**src/rtl/serial_receiver_pkg.sv**
```systemverilog
// Shared frame constants and FSM encoding for the serial link (receiver and transmitter).
package serial_receiver_pkg;
    localparam int   DEF_DATA_W = 8;
    localparam int   DEF_ERR_W  = 4;
    localparam logic START_BIT  = 1'b1;

    typedef enum logic [1:0] {
        IDLE   = 2'd0,
        DATA   = 2'd1,
        PARITY = 2'd2
    } rx_state_t;
endpackage

```
**src/rtl/serial_receiver_sat_counter.sv**
```systemverilog
// Saturating up-counter: increments on en, sticks at all-ones.
module sat_counter #(
    parameter int W = 4
) (
    input  logic         Clk,
    input  logic         nReset,
    input  logic         en,
    output logic [W-1:0] count
);
    always_ff @(posedge Clk or negedge nReset) begin
        if (!nReset)
            count <= '0;
        else if (en && (count != '1))
            count <= count + W'(1);
    end
endmodule

```
**src/rtl/serial_receiver.sv**
```systemverilog
// Frame receiver: start bit, DATA_W payload bits MSB first, even-XOR parity bit.
module serial_receiver
    import serial_receiver_pkg::*;
#(
    parameter int DATA_W = DEF_DATA_W,
    parameter int ERR_W  = DEF_ERR_W
) (
    input  logic              Clk,
    input  logic              nReset,
    input  logic              SDin,
    output logic [DATA_W-1:0] PDout,
    output logic              Valid,
    output logic              ParityErr,
    output logic              Busy,
    output logic [ERR_W-1:0]  ErrCount
);
    localparam int CNT_W = (DATA_W > 1) ? $clog2(DATA_W) : 1;

    rx_state_t         state;
    logic [CNT_W-1:0]  cnt;
    logic [DATA_W-1:0] shreg;
    logic              mismatch;
    logic              err_inc;

    // Only feeds register inputs, so outputs stay free of SDin paths.
    assign mismatch = SDin ^ (^shreg);
    assign err_inc  = (state == PARITY) && mismatch;

    always_ff @(posedge Clk or negedge nReset) begin
        if (!nReset) begin
            state     <= IDLE;
            cnt       <= '0;
            shreg     <= '0;
            PDout     <= '0;
            Valid     <= 1'b0;
            ParityErr <= 1'b0;
            Busy      <= 1'b0;
        end else begin
            Valid <= 1'b0;
            case (state)
                IDLE: begin
                    if (SDin == START_BIT) begin
                        state <= DATA;
                        cnt   <= CNT_W'(DATA_W - 1);
                        Busy  <= 1'b1;
                    end
                end
                DATA: begin
                    shreg <= DATA_W'({shreg, SDin});
                    if (cnt == '0)
                        state <= PARITY;
                    else
                        cnt <= cnt - CNT_W'(1);
                end
                PARITY: begin
                    PDout     <= shreg;
                    ParityErr <= mismatch;
                    Valid     <= 1'b1;
                    Busy      <= 1'b0;
                    state     <= IDLE;
                end
                default: begin
                    state <= IDLE;
                    Busy  <= 1'b0;
                end
            endcase
        end
    end

    sat_counter #(.W(ERR_W)) u_err_cnt (
        .Clk    (Clk),
        .nReset (nReset),
        .en     (err_inc),
        .count  (ErrCount)
    );
endmodule
```
**config.mk**
```make
export PLATFORM = sky130hd
export DESIGN_NAME = serial_receiver
export DESIGN_NICKNAME = d
export VERILOG_FILES = /design/src/rtl/serial_receiver_pkg.sv /design/src/rtl/serial_receiver_sat_counter.sv /design/src/rtl/serial_receiver.sv
export SDC_FILE = /design/constraint.sdc
export NUM_CORES = 1
export LEC_CHECK = 0
export ABC_CLOCK_PERIOD_IN_PS = 2000
export CORE_ASPECT_RATIO = 0.6
export CORE_MARGIN = 1.5
export CORE_UTILIZATION = 52
export DETAILED_ROUTE_END_ITERATION = 10
export HOLD_SLACK_MARGIN = 0.15
export PLACE_DENSITY = 0.84
export SYNTH_ARGS = -nofsm -noshare
export SYNTH_HDL_FRONTEND = slang
export SYNTH_SLANG_ARGS = --single-unit
```
**constraint.sdc**
```tcl
create_clock -name Clk -period 2 [get_ports Clk]
set_input_delay 0.6 -clock Clk [delete_from_list [all_inputs] [get_ports Clk]]
set_output_delay 0.6 -clock Clk [all_outputs]
set_load 0.02 [all_outputs]
```
==> results of run 1 <==
==> worst min-delay path, cell delays in order, from the launching register on <==
cell and delay, ns:
dfrtp_1 0.35, nand2_1 0.05, nand2_1 0.05
==> through the flow <==
step                worst slack, ns   util  instances  TNS, ns  area, um^2
finish                       0.0723  0.718        168        0        1610
global route                 0.0184  0.718        168        0        1610
CTS                          0.0680  0.713        167        0        1600
detailed placement           -0.335  0.682        163    -1.25        1530
global placement             -0.284  0.682        163    -1.08        1530
floorplan                     0.243      -        111        0        1280
==> worst paths after layout <==
path                                                   to  depth (start not counted)
min                                  PDout[6]$_DFFE_PN0P_                          2
max                                           ErrCount[1]                          1
min reg2reg                          PDout[6]$_DFFE_PN0P_                          2
max reg2reg                u_err_cnt.count[1]$_DFFE_PN0P_                          4
min in group asynchronous            shreg[4]$_DFFE_PN0P_                          2
max in group asynchronous            shreg[5]$_DFFE_PN0P_                          2
==> kinds of logic after synthesis <==
kind of cell | share of synthesized area
xor gates and xnor gates | 0.0960
buffers and inverters | 0.0206
AOI/OAI and AO/OA | 0.0362
DFF | 0.548
adders and majority gates | 0.0294
muxes | 0.126
and+or+nand+nor | 0.143
==> Yosys cell counts, drive strengths merged, types with 2 or more instances <==
cell and number:
a21oi 2, clkbuf 2, dfrtp 28, ha 3, inv 5, mux2 11, mux2i 3, nand2 25
nand2b 2, nand3 3, nor2 7, nor3 2, nor4 2, xnor2 4, xnor3 2, xor2 2
==> final cells by class <==
cell class	instances	area (um^2)	area share
inverters	5	18.8	0.0116
clock inverters	1	30.0	0.0186
clock buffers	3	41.3	0.0256
repair buffers	25	233	0.144
well taps	30	37.5	0.0233
multi-input cells	76	551	0.342
flip-flops and latches	28	701	0.435
==> where the power goes <==
group / internal (uW) / switching [uW]
clock network: 268 / 167
registers: 800 / 215
logic: 822 / 646
total: 1890 / 1030
==> repair_timing <==
item,CTS,global route
setup buffers,0,1
endpoints found under the setup margin,3,1
hold endpoints to repair,0,0
pin swaps,2,0
gates resized for setup,0,1
==> layer usage <==
layer  share of wire  up-vias  track usage
met1            0.45      421        0.263
met2            0.47       30        0.365
li1                -      427            -
met3           0.045       11       0.0565
met5               0        -            0
met4           0.033        0        0.112
==> sequential cells by signal, summed over array words and instances (netlist names) <==
register and cells:
state 2, shreg 8, u_err_cnt.count 4, PDout 8, Valid 1, Busy 1
cnt 3, ParityErr 1
==> qor.yml, run 1 <==
layout:
  final_cell_mix: "dfrtp_1, nand2_1, clkdlybuf4s50_1, mux2_1, buf_4"
  final_common_cell: "dfrtp_1"
  nNetsFinal: 145
  syn2layout_area_growth_pct: 26.2
  fillers: 153
  layout-drive-gt1-share: 0.123
  diodes: 0
setup_path:
  endpoint_kind: "output port"
  slowest_delay_ns: 0.63
  cp_slowest_cell: "clkdlybuf4s50_1"
  startpoint_type: "register"
  path_max_fanout: 4
  path_cells: "clkdlybuf4s50_1"
  crit_family: "buffers and inverters"
  crit_start: "u_err_cnt.count[1]$_DFFE_PN0P_"
  rrSetupSlack_ns: 0.12
  worstReg2RegStart: "shreg[3]$_DFFE_PN0P_"
  crit_arrival_ns: 1.33
  crit_required_ns: 1.40
  criticalPathCategory: "reg2out"
  critical_path_buf_inv_count: 1
sta:
  worst_slew_pin_slew_ns: 0.517
  final_hold_viol_count: 0
  fin_crit_sh: 0.964
  fmax_mhz: 519
  rsz0062_at_grt: "no"
  slew_violations: 0
  min_period_ns: 1.93
  hold-worst-slack_ns: 0.481
  fin_skew_ns: 0.00496
  setup_viol: 0
  slew_headroom: 0.653
grt:
  grt_use_total: 0.214
  grt_max_degree: 29
  grt_pass1_vias: 846
  grt_pass1_wl_um: 4030
  grt_antenna_before_repair: 0
  grt_overflow: 0
drt:
  drc: 0
  wl_per_cell_um: 14.6
  drtPass1Iterations: 4
  ant_nets: 0
  routed_via_density: 5.29
  drtIter0Drc: 121
  vias: 889
  routed_wl_um: 2460
cts:
  htree_levels: 1
  cts_root_buffer: "clkbuf_8"
  clk_pin_slew_worst_paths_ns: 0.09
  cts.path.max_buffers: 2
  cts_buffers: 3
  cts.sinks: 28
  cts_tree: "done"
  cts_hold_buf: 0
  clk_latency_ns: 0.27
die:
  coreArea_um2: 2240
  die_width_um: 67.0
  start_util: 0.569
  dieArea_um2: 2770
  io-pin-count: 18
  row_count: 13
  fp.dieH_um: 41.4
min_path:
  min_path_type: "reg2reg"
  min_from: "PDout[6]$_DFFE_PN0P_"
logic_synthesis:
  yosys.area.top_type: "dfrtp_1"
  synth_area_leaders: "dfrtp_1, mux2_1, nand2_1"
  ys_seq_area_frac: 0.548
  async_flop_share: 1.00
  avgSynthCellArea_um2: 11.5
  yosys_warnings: 0
  synth_cell_types: 27
  synthCells: 111
  synth_edf_count: 0
  syn-num-nets: 117
  synthFlopType: "dfrtp_1"
  ys_seq_elements: 28
  netlist_area_um2: 1280
  synth_top_area_share: 0.548
pwr:
  power_density_nw_per_um2: 1810
  p_leak_uw: 0.000796
  p_total_uw: 2920
  vdd_drop_max_mv: 0.896
placement:
  place_hpwl_um: 1760
  routabilityCongestion: 0.753
  port_buffers: 17
outcome:
  status: "completed"
run:
  drv_cap: 0
No activity file was read; power rests on OpenSTA's default activity.
==> run 2, diff against run 1 <==
--- a/config.mk
+++ b/config.mk
@@ -7,7 +7,6 @@
 export LEC_CHECK = 0
 export ABC_CLOCK_PERIOD_IN_PS = 2000
 export CORE_ASPECT_RATIO = 0.6
-export CORE_MARGIN = 1.5
 export CORE_UTILIZATION = 52
 export DETAILED_ROUTE_END_ITERATION = 10
 export HOLD_SLACK_MARGIN = 0.15
==> run 2 against run 1 <==
Compared with the run above:
- clock power grew 3%
- highest routed layer unchanged
- sequential power is essentially flat
- power shrank 2.3%
- combinational power shrank 5%
- non-clock buffer count shrank 1
- sequential cell count is the same
- wire length shrank 7.0%
- first-iteration DRC count shrank 34%
- clock-buffer cell count is the same
==> qor.yml, run 2 (synthesis results as in run 1) <==
drt:
  routed_via_density: 5.12  # -3.2%
  wl_per_cell_um: 13.7  # -6.4%
  drtIter0Drc: 80  # -34%
  ant_nets: 0  # unchanged
  drc: 0  # unchanged
  vias: 855  # -3.8%
  routed_wl_um: 2290  # -7.0%
  drtPass1Iterations: 4  # unchanged
sta:
  fin_skew_ns: 0.00389  # -0.00106 ns
  fin_ws_ns: 0.0614  # -0.0109 ns
  fin_crit_sh: 0.969  # +0.00546
  rsz0062_at_grt: "no"
  hold-worst-slack_ns: 0.482  # +0.00148 ns
  slew_headroom: 0.709  # +0.0555
  setup_tns_ns: 0  # unchanged
  setup_viol: 0  # unchanged
  fmax_mhz: 516  # -0.56%
  final_hold_viol_count: 0  # unchanged
  worst_slew_pin_slew_ns: 0.437  # -0.0801 ns
  slew_violations: 0  # unchanged
  min_period_ns: 1.94  # +0.0109 ns
placement:
  routabilityCongestion: 0.778  # +3.4%
  post-place-ws_ns: -0.361  # -0.0263 ns
  place_area_um2: 1530  # unchanged
  port_buffers: 17  # unchanged
  place_hpwl_um: 1680  # -4.2%
setup_path:
  r2r_end: "u_err_cnt.count[1]$_DFFE_PN0P_"
  cp_slowest_cell: "clkdlybuf4s50_1"
  endpoint_kind: "output port"
  criticalPathCategory: "reg2out"
  crit_required_ns: 1.40  # about the same
  rrSetupSlack_ns: 0.14  # +0.02 ns
  reg2reg_depth: 4  # unchanged
  slowest_delay_ns: 0.64  # about the same
  startpoint_type: "register"
  path_max_fanout: 4  # unchanged
  critical_path_buf_inv_count: 1  # unchanged
  crit_arrival_ns: 1.34  # about the same
  path_cells: "clkdlybuf4s50_1"
  worstReg2RegStart: "shreg[7]$_DFFE_PN0P_"
  crit_family: "buffers and inverters"
layout:
  design_area_um2: 1600  # -0.62%
  final_util: 0.713  # -0.00446
  final_common_cell: "dfrtp_1"
  seqCellArea_um2: 701  # unchanged
  final_cell_mix: "dfrtp_1, nand2_1, clkdlybuf4s50_1, mux2_1"
  nNetsFinal: 144  # -0.69%
  multi_input_area_um2: 551  # unchanged
  top_regs: "PDout: 8 flops, shreg: 8 flops, u_err_cnt.count: 4 flops"
  diodes: 0  # unchanged
  fillers: 160  # +4.6%
  layout-drive-gt1-share: 0.117  # -0.00640
  syn2layout_area_growth_pct: 25.4
cts:
  htree_levels: 1  # unchanged
  cts_root_buffer: "clkbuf_8"
  cts_tree: "done"
  post-cts-setup-buffers: 0  # unchanged
  clk_latency_ns: 0.28  # about the same
  clk_pin_slew_worst_paths_ns: 0.10  # about the same
  cts_resized: 0  # unchanged
  cts_hold_buf: 0  # unchanged
  cts_buffers: 3  # unchanged
  cts.path.max_buffers: 2  # unchanged
  cts.sinks: 28  # unchanged
min_path:
  min_path_type: "reg2reg"
  min_from: "PDout[3]$_DFFE_PN0P_"
  worstHoldEndpoint: "PDout[3]$_DFFE_PN0P_"
  hold_depth: 2  # unchanged
outcome:
  status: "completed"
pwr:
  p_int_uw: 1840  # -2.4%
  power_frac_seq: 0.353  # +0.005
  p_clk_frac: 0.157  # +0.008
  switching_share: 0.353  # about the same
  power.switching_uw: 1000  # -2.3%
  power_density_nw_per_um2: 1780  # -1.7%
  p_leak_uw: 0.000783  # -1.7%
  share_comb_of_total_power: 0.490  # -0.013
  vdd_drop_max_mv: 0.862  # -3.9%
grt:
  grt_use_total: 0.206  # -0.00775
  grt_antenna_before_repair: 0  # unchanged
  grt_pass1_vias: 779  # -7.9%
  grt_pass1_wl_um: 3770  # -6.3%
  grt_overflow: 0  # unchanged
  grt_max_degree: 29  # unchanged
die:
  row_count: 13  # unchanged
  io-pin-count: 18  # unchanged
  coreArea_um2: 2240  # unchanged
  die_width_um: 66.0  # -1.5%
  fp.dieH_um: 40.4  # -2.4%
  start_util: 0.569  # unchanged
  dieArea_um2: 2670  # -3.9%
run:
  drv_cap: 0  # unchanged
==> run 2: area by class of cell <==
cell class,count,area share
inverter,5,0.0117
tap,30,0.0234
clock buffer,3,0.0258
sequential,28,0.437
timing repair buffer,24,0.139
clock inverter,1,0.0187
multi-input combinational,76,0.344
==> run 2: routing by layer <==
layer	routed length (um)	GRT usage	vias to the layer above
met5	0	0	-
met4	20	0.0479	0
met3	114	0.0682	5
met2	976	0.327	18
met1	1180	0.280	409
li1	-	-	423
==> run 2: through the flow <==
step                power (uW)  cells
finish                    2850    167
global route              3030    167
global placement          2320    163
floorplan                 1940    111
CTS                       2860    167
detailed placement        2390    163
==> run 2: how the worst max path moves through the flow <==
| stage | start | end | slack (ns) | cells after the start |
|---|---|---|---|---|
| CTS | u_err_cnt.count[0]$_DFFE_PN0P_ | ErrCount[0] | 0.05 | 1 |
| detailed placement | SDin | u_err_cnt.count[1]$_DFFE_PN0P_ | -0.36 | 5 |
| finish | u_err_cnt.count[1]$_DFFE_PN0P_ | ErrCount[1] | 0.06 | 1 |
| floorplan | shreg[3]$_DFFE_PN0P_ | u_err_cnt.count[1]$_DFFE_PN0P_ | 0.24 | 4 |
| global placement | SDin | u_err_cnt.count[1]$_DFFE_PN0P_ | -0.31 | 5 |
| global route | SDin | u_err_cnt.count[1]$_DFFE_PN0P_ | 0.01 | 5 |
==> run 2: power groups by stage <==
| stage | combinational (uW) | clock, uW | sequential, uW |
|---|---|---|---|
| 6_report | 1400 | 446 | 1010 |
| 5_1_grt | 1510 | 478 | 1040 |
| 4_1_cts | 1400 | 455 | 1000 |
| 3_5_place_dp | 1370 | 0 | 1020 |
| 3_3_place_gp | 1320 | 0 | 999 |
| 2_1_floorplan | 830 | 0 | 1110 |
==> run 3, diff against run 2 <==
--- a/config.mk
+++ b/config.mk
@@ -6,8 +6,10 @@
 export NUM_CORES = 1
 export LEC_CHECK = 0
 export ABC_CLOCK_PERIOD_IN_PS = 2000
+export CELL_PAD_IN_SITES_DETAIL_PLACEMENT = 0
+export CELL_PAD_IN_SITES_GLOBAL_PLACEMENT = 1
 export CORE_ASPECT_RATIO = 0.6
-export CORE_UTILIZATION = 52
+export CORE_UTILIZATION = 42
 export DETAILED_ROUTE_END_ITERATION = 10
 export HOLD_SLACK_MARGIN = 0.15
 export PLACE_DENSITY = 0.84
==> run 3 against run 2 <==
Compared with the run above:
- sequential share of layout area down 0.41 points
- design area up 0.94%
- sequential cell count unchanged
- clock power down 2%
- via count down 0.47%
- cell count up 7.2%
- critical path type is now in2reg
- critical endpoint is now u_err_cnt.count[1]$_DFFE_PN0P_
- largest cell class unchanged
==> qor.yml, run 3 (synthesis results as in run 1) <==
cts:
  clk_latency_ns: 0.27  # about the same
  clk_pin_slew_worst_paths_ns: 0.10  # about the same
  cts.sinks: 28  # unchanged
  cts.path.max_buffers: 2  # unchanged
  post-cts-setup-buffers: 0  # unchanged
  cts_root_buffer: "clkbuf_8"
  cts_buffers: 3  # unchanged
  htree_levels: 1  # unchanged
  cts_tree: "done"
  cts_hold_buf: 0  # unchanged
  cts_resized: 0  # unchanged
setup_path:
  criticalPathCategory: "in2reg"
  path_max_fanout: 3  # -1
  startpoint_type: "input pin"
  endpoint_kind: "register"
  slowest_delay_ns: 0.53  # -0.11 ns
  path_cells: "clkdlybuf4s50_1 -> xor3_1 -> nor3_1 -> mux2_4 -> mux2_4"
  crit_required_ns: 2.16  # +0.76 ns
  cpMostUsedCell: "mux2_4"
  cp_slowest_cell: "clkdlybuf4s50_1"
  crit_arrival_ns: 2.11  # +0.77 ns
placement:
  place_area_um2: 1550  # +0.98%
  routabilityCongestion: 0.703  # -9.7%
  port_buffers: 17  # unchanged
  place_hpwl_um: 1800  # +6.7%
sta:
  min_period_ns: 1.94  # +0.00595 ns
  worst_slew_pin_slew_ns: 0.426  # -0.0110 ns
  setup_viol: 0  # unchanged
  final_hold_viol_count: 0  # unchanged
  slew_headroom: 0.716  # +0.00733
  fmax_mhz: 514  # -0.31%
  fin_crit_sh: 0.972  # +0.00298
  rsz0062_at_grt: "no"
  slew_violations: 0  # unchanged
  fin_skew_ns: 0.00630  # +0.00241 ns
drt:
  vias: 851  # -0.47%
  drc: 0  # unchanged
  routed_via_density: 4.75  # -7.1%
  drtIter0Drc: 46  # -43%
  drtPass1Iterations: 4  # unchanged
  routed_wl_um: 2380  # +4.1%
  wl_per_cell_um: 13.3  # -2.9%
  ant_nets: 0  # unchanged
layout:
  diodes: 0  # unchanged
  final_cell_mix: "dfrtp_1, nand2_1, clkdlybuf4s50_1, mux2_1"
  nNetsFinal: 144  # unchanged
  seqCellArea_um2: 701  # unchanged
  layout-drive-gt1-share: 0.117  # unchanged
  syn2layout_area_growth_pct: 26.5
  top_regs: "PDout: 8 flops, shreg: 8 flops, u_err_cnt.count: 4 flops"
  design_area_um2: 1620  # +0.94%
  fillers: 253  # +58%
  multi_input_area_um2: 551  # unchanged
  final_common_cell: "dfrtp_1"
grt:
  grt_overflow: 0  # unchanged
  grt_max_degree: 29  # unchanged
  grt_use_total: 0.169  # -0.0380
  grt_pass1_vias: 815  # +4.6%
  grt_pass1_wl_um: 3910  # +3.5%
  grt_antenna_before_repair: 0  # unchanged
min_path:
  min_path_type: "reg2reg"
die:
  start_util: 0.445  # -0.124
  row_count: 15  # +2
  coreArea_um2: 2870  # +28%
  die_width_um: 73.2  # +11%
  dieArea_um2: 3270  # +23%
  fp.dieH_um: 44.7  # +11%
  io-pin-count: 18  # unchanged
pwr:
  power_density_nw_per_um2: 1760  # -1.3%
  p_leak_uw: 0.000783  # unchanged
  vdd_drop_max_mv: 0.653  # -24%
  p_total_uw: 2840  # -0.35%
run:
  drv_cap: 0  # unchanged
outcome:
  status: "completed"
## run 3: cell counts in the layout (fill, tap and decap cells not counted)
No cell type changed its count.
## run 3: path summary, 6_finish.rpt
kind | slack (ns) | endpoint | start | cells after the start
worst max-delay path | 0.06 | u_err_cnt.count[1]$_DFFE_PN0P_ | SDin | 5
worst min-delay path | 0.48 | PDout[1]$_DFFE_PN0P_ | PDout[1]$_DFFE_PN0P_ | 2
worst max register to register | 0.13 | u_err_cnt.count[1]$_DFFE_PN0P_ | shreg[3]$_DFFE_PN0P_ | 4
worst min register to register | 0.48 | PDout[1]$_DFFE_PN0P_ | PDout[1]$_DFFE_PN0P_ | 2
max in group asynchronous | 1.04 | ParityErr$_DFFE_PN0P_ | nReset | 2
min in group asynchronous | 0.70 | shreg[0]$_DFFE_PN0P_ | nReset | 2
## run 3: power by group
group          internal [uW]  leakage [uW]  total (uW)  switching (uW)
clock network            268     0.0000357         439             171
registers                800      0.000344        1010             207
logic                    776      0.000403        1390             616
## run 3: area by class of cell
class                   count  share of cell area
multi-input cells          76               0.341
flip-flops and latches     28               0.433
well taps                  42              0.0325
inverters                   5              0.0116
repair buffers             24               0.138
clock inverters             1              0.0186
clock buffers               3              0.0255
## run 3: critical path, delay by kind of cell
kind	cells	cell delay, ns
and+or+nand+nor	1	0.18
buffers and inverters	1	0.53
xor gates and xnor gates	1	0.30
muxes	2	0.50
## run 3: layer usage
metal / track usage / wire, um / up-vias / part of all wire
li1: - / - / 425 / -
met1: 0.225 / 1210 / 386 / 0.51
met2: 0.263 / 1020 / 34 / 0.43
met3: 0.0625 / 118 / 6 / 0.050
met4: 0.0431 / 28 / 0 / 0.012
met5: 0 / 0 / - / 0
## run 3: per-stage QoR
step                std cells  setup slack (ns)  hold WS (ns)  setup TNS (ns)  utilization
floorplan                 111             0.243         0.304               0            -
CTS                       179            0.0620         0.484               0        0.563
global placement          175            -0.312         0.457          -0.989        0.538
global route              179            0.0252         0.499               0        0.563
finish                    179            0.0555         0.477               0        0.563
detailed placement        175            -0.379         0.462           -1.25        0.538
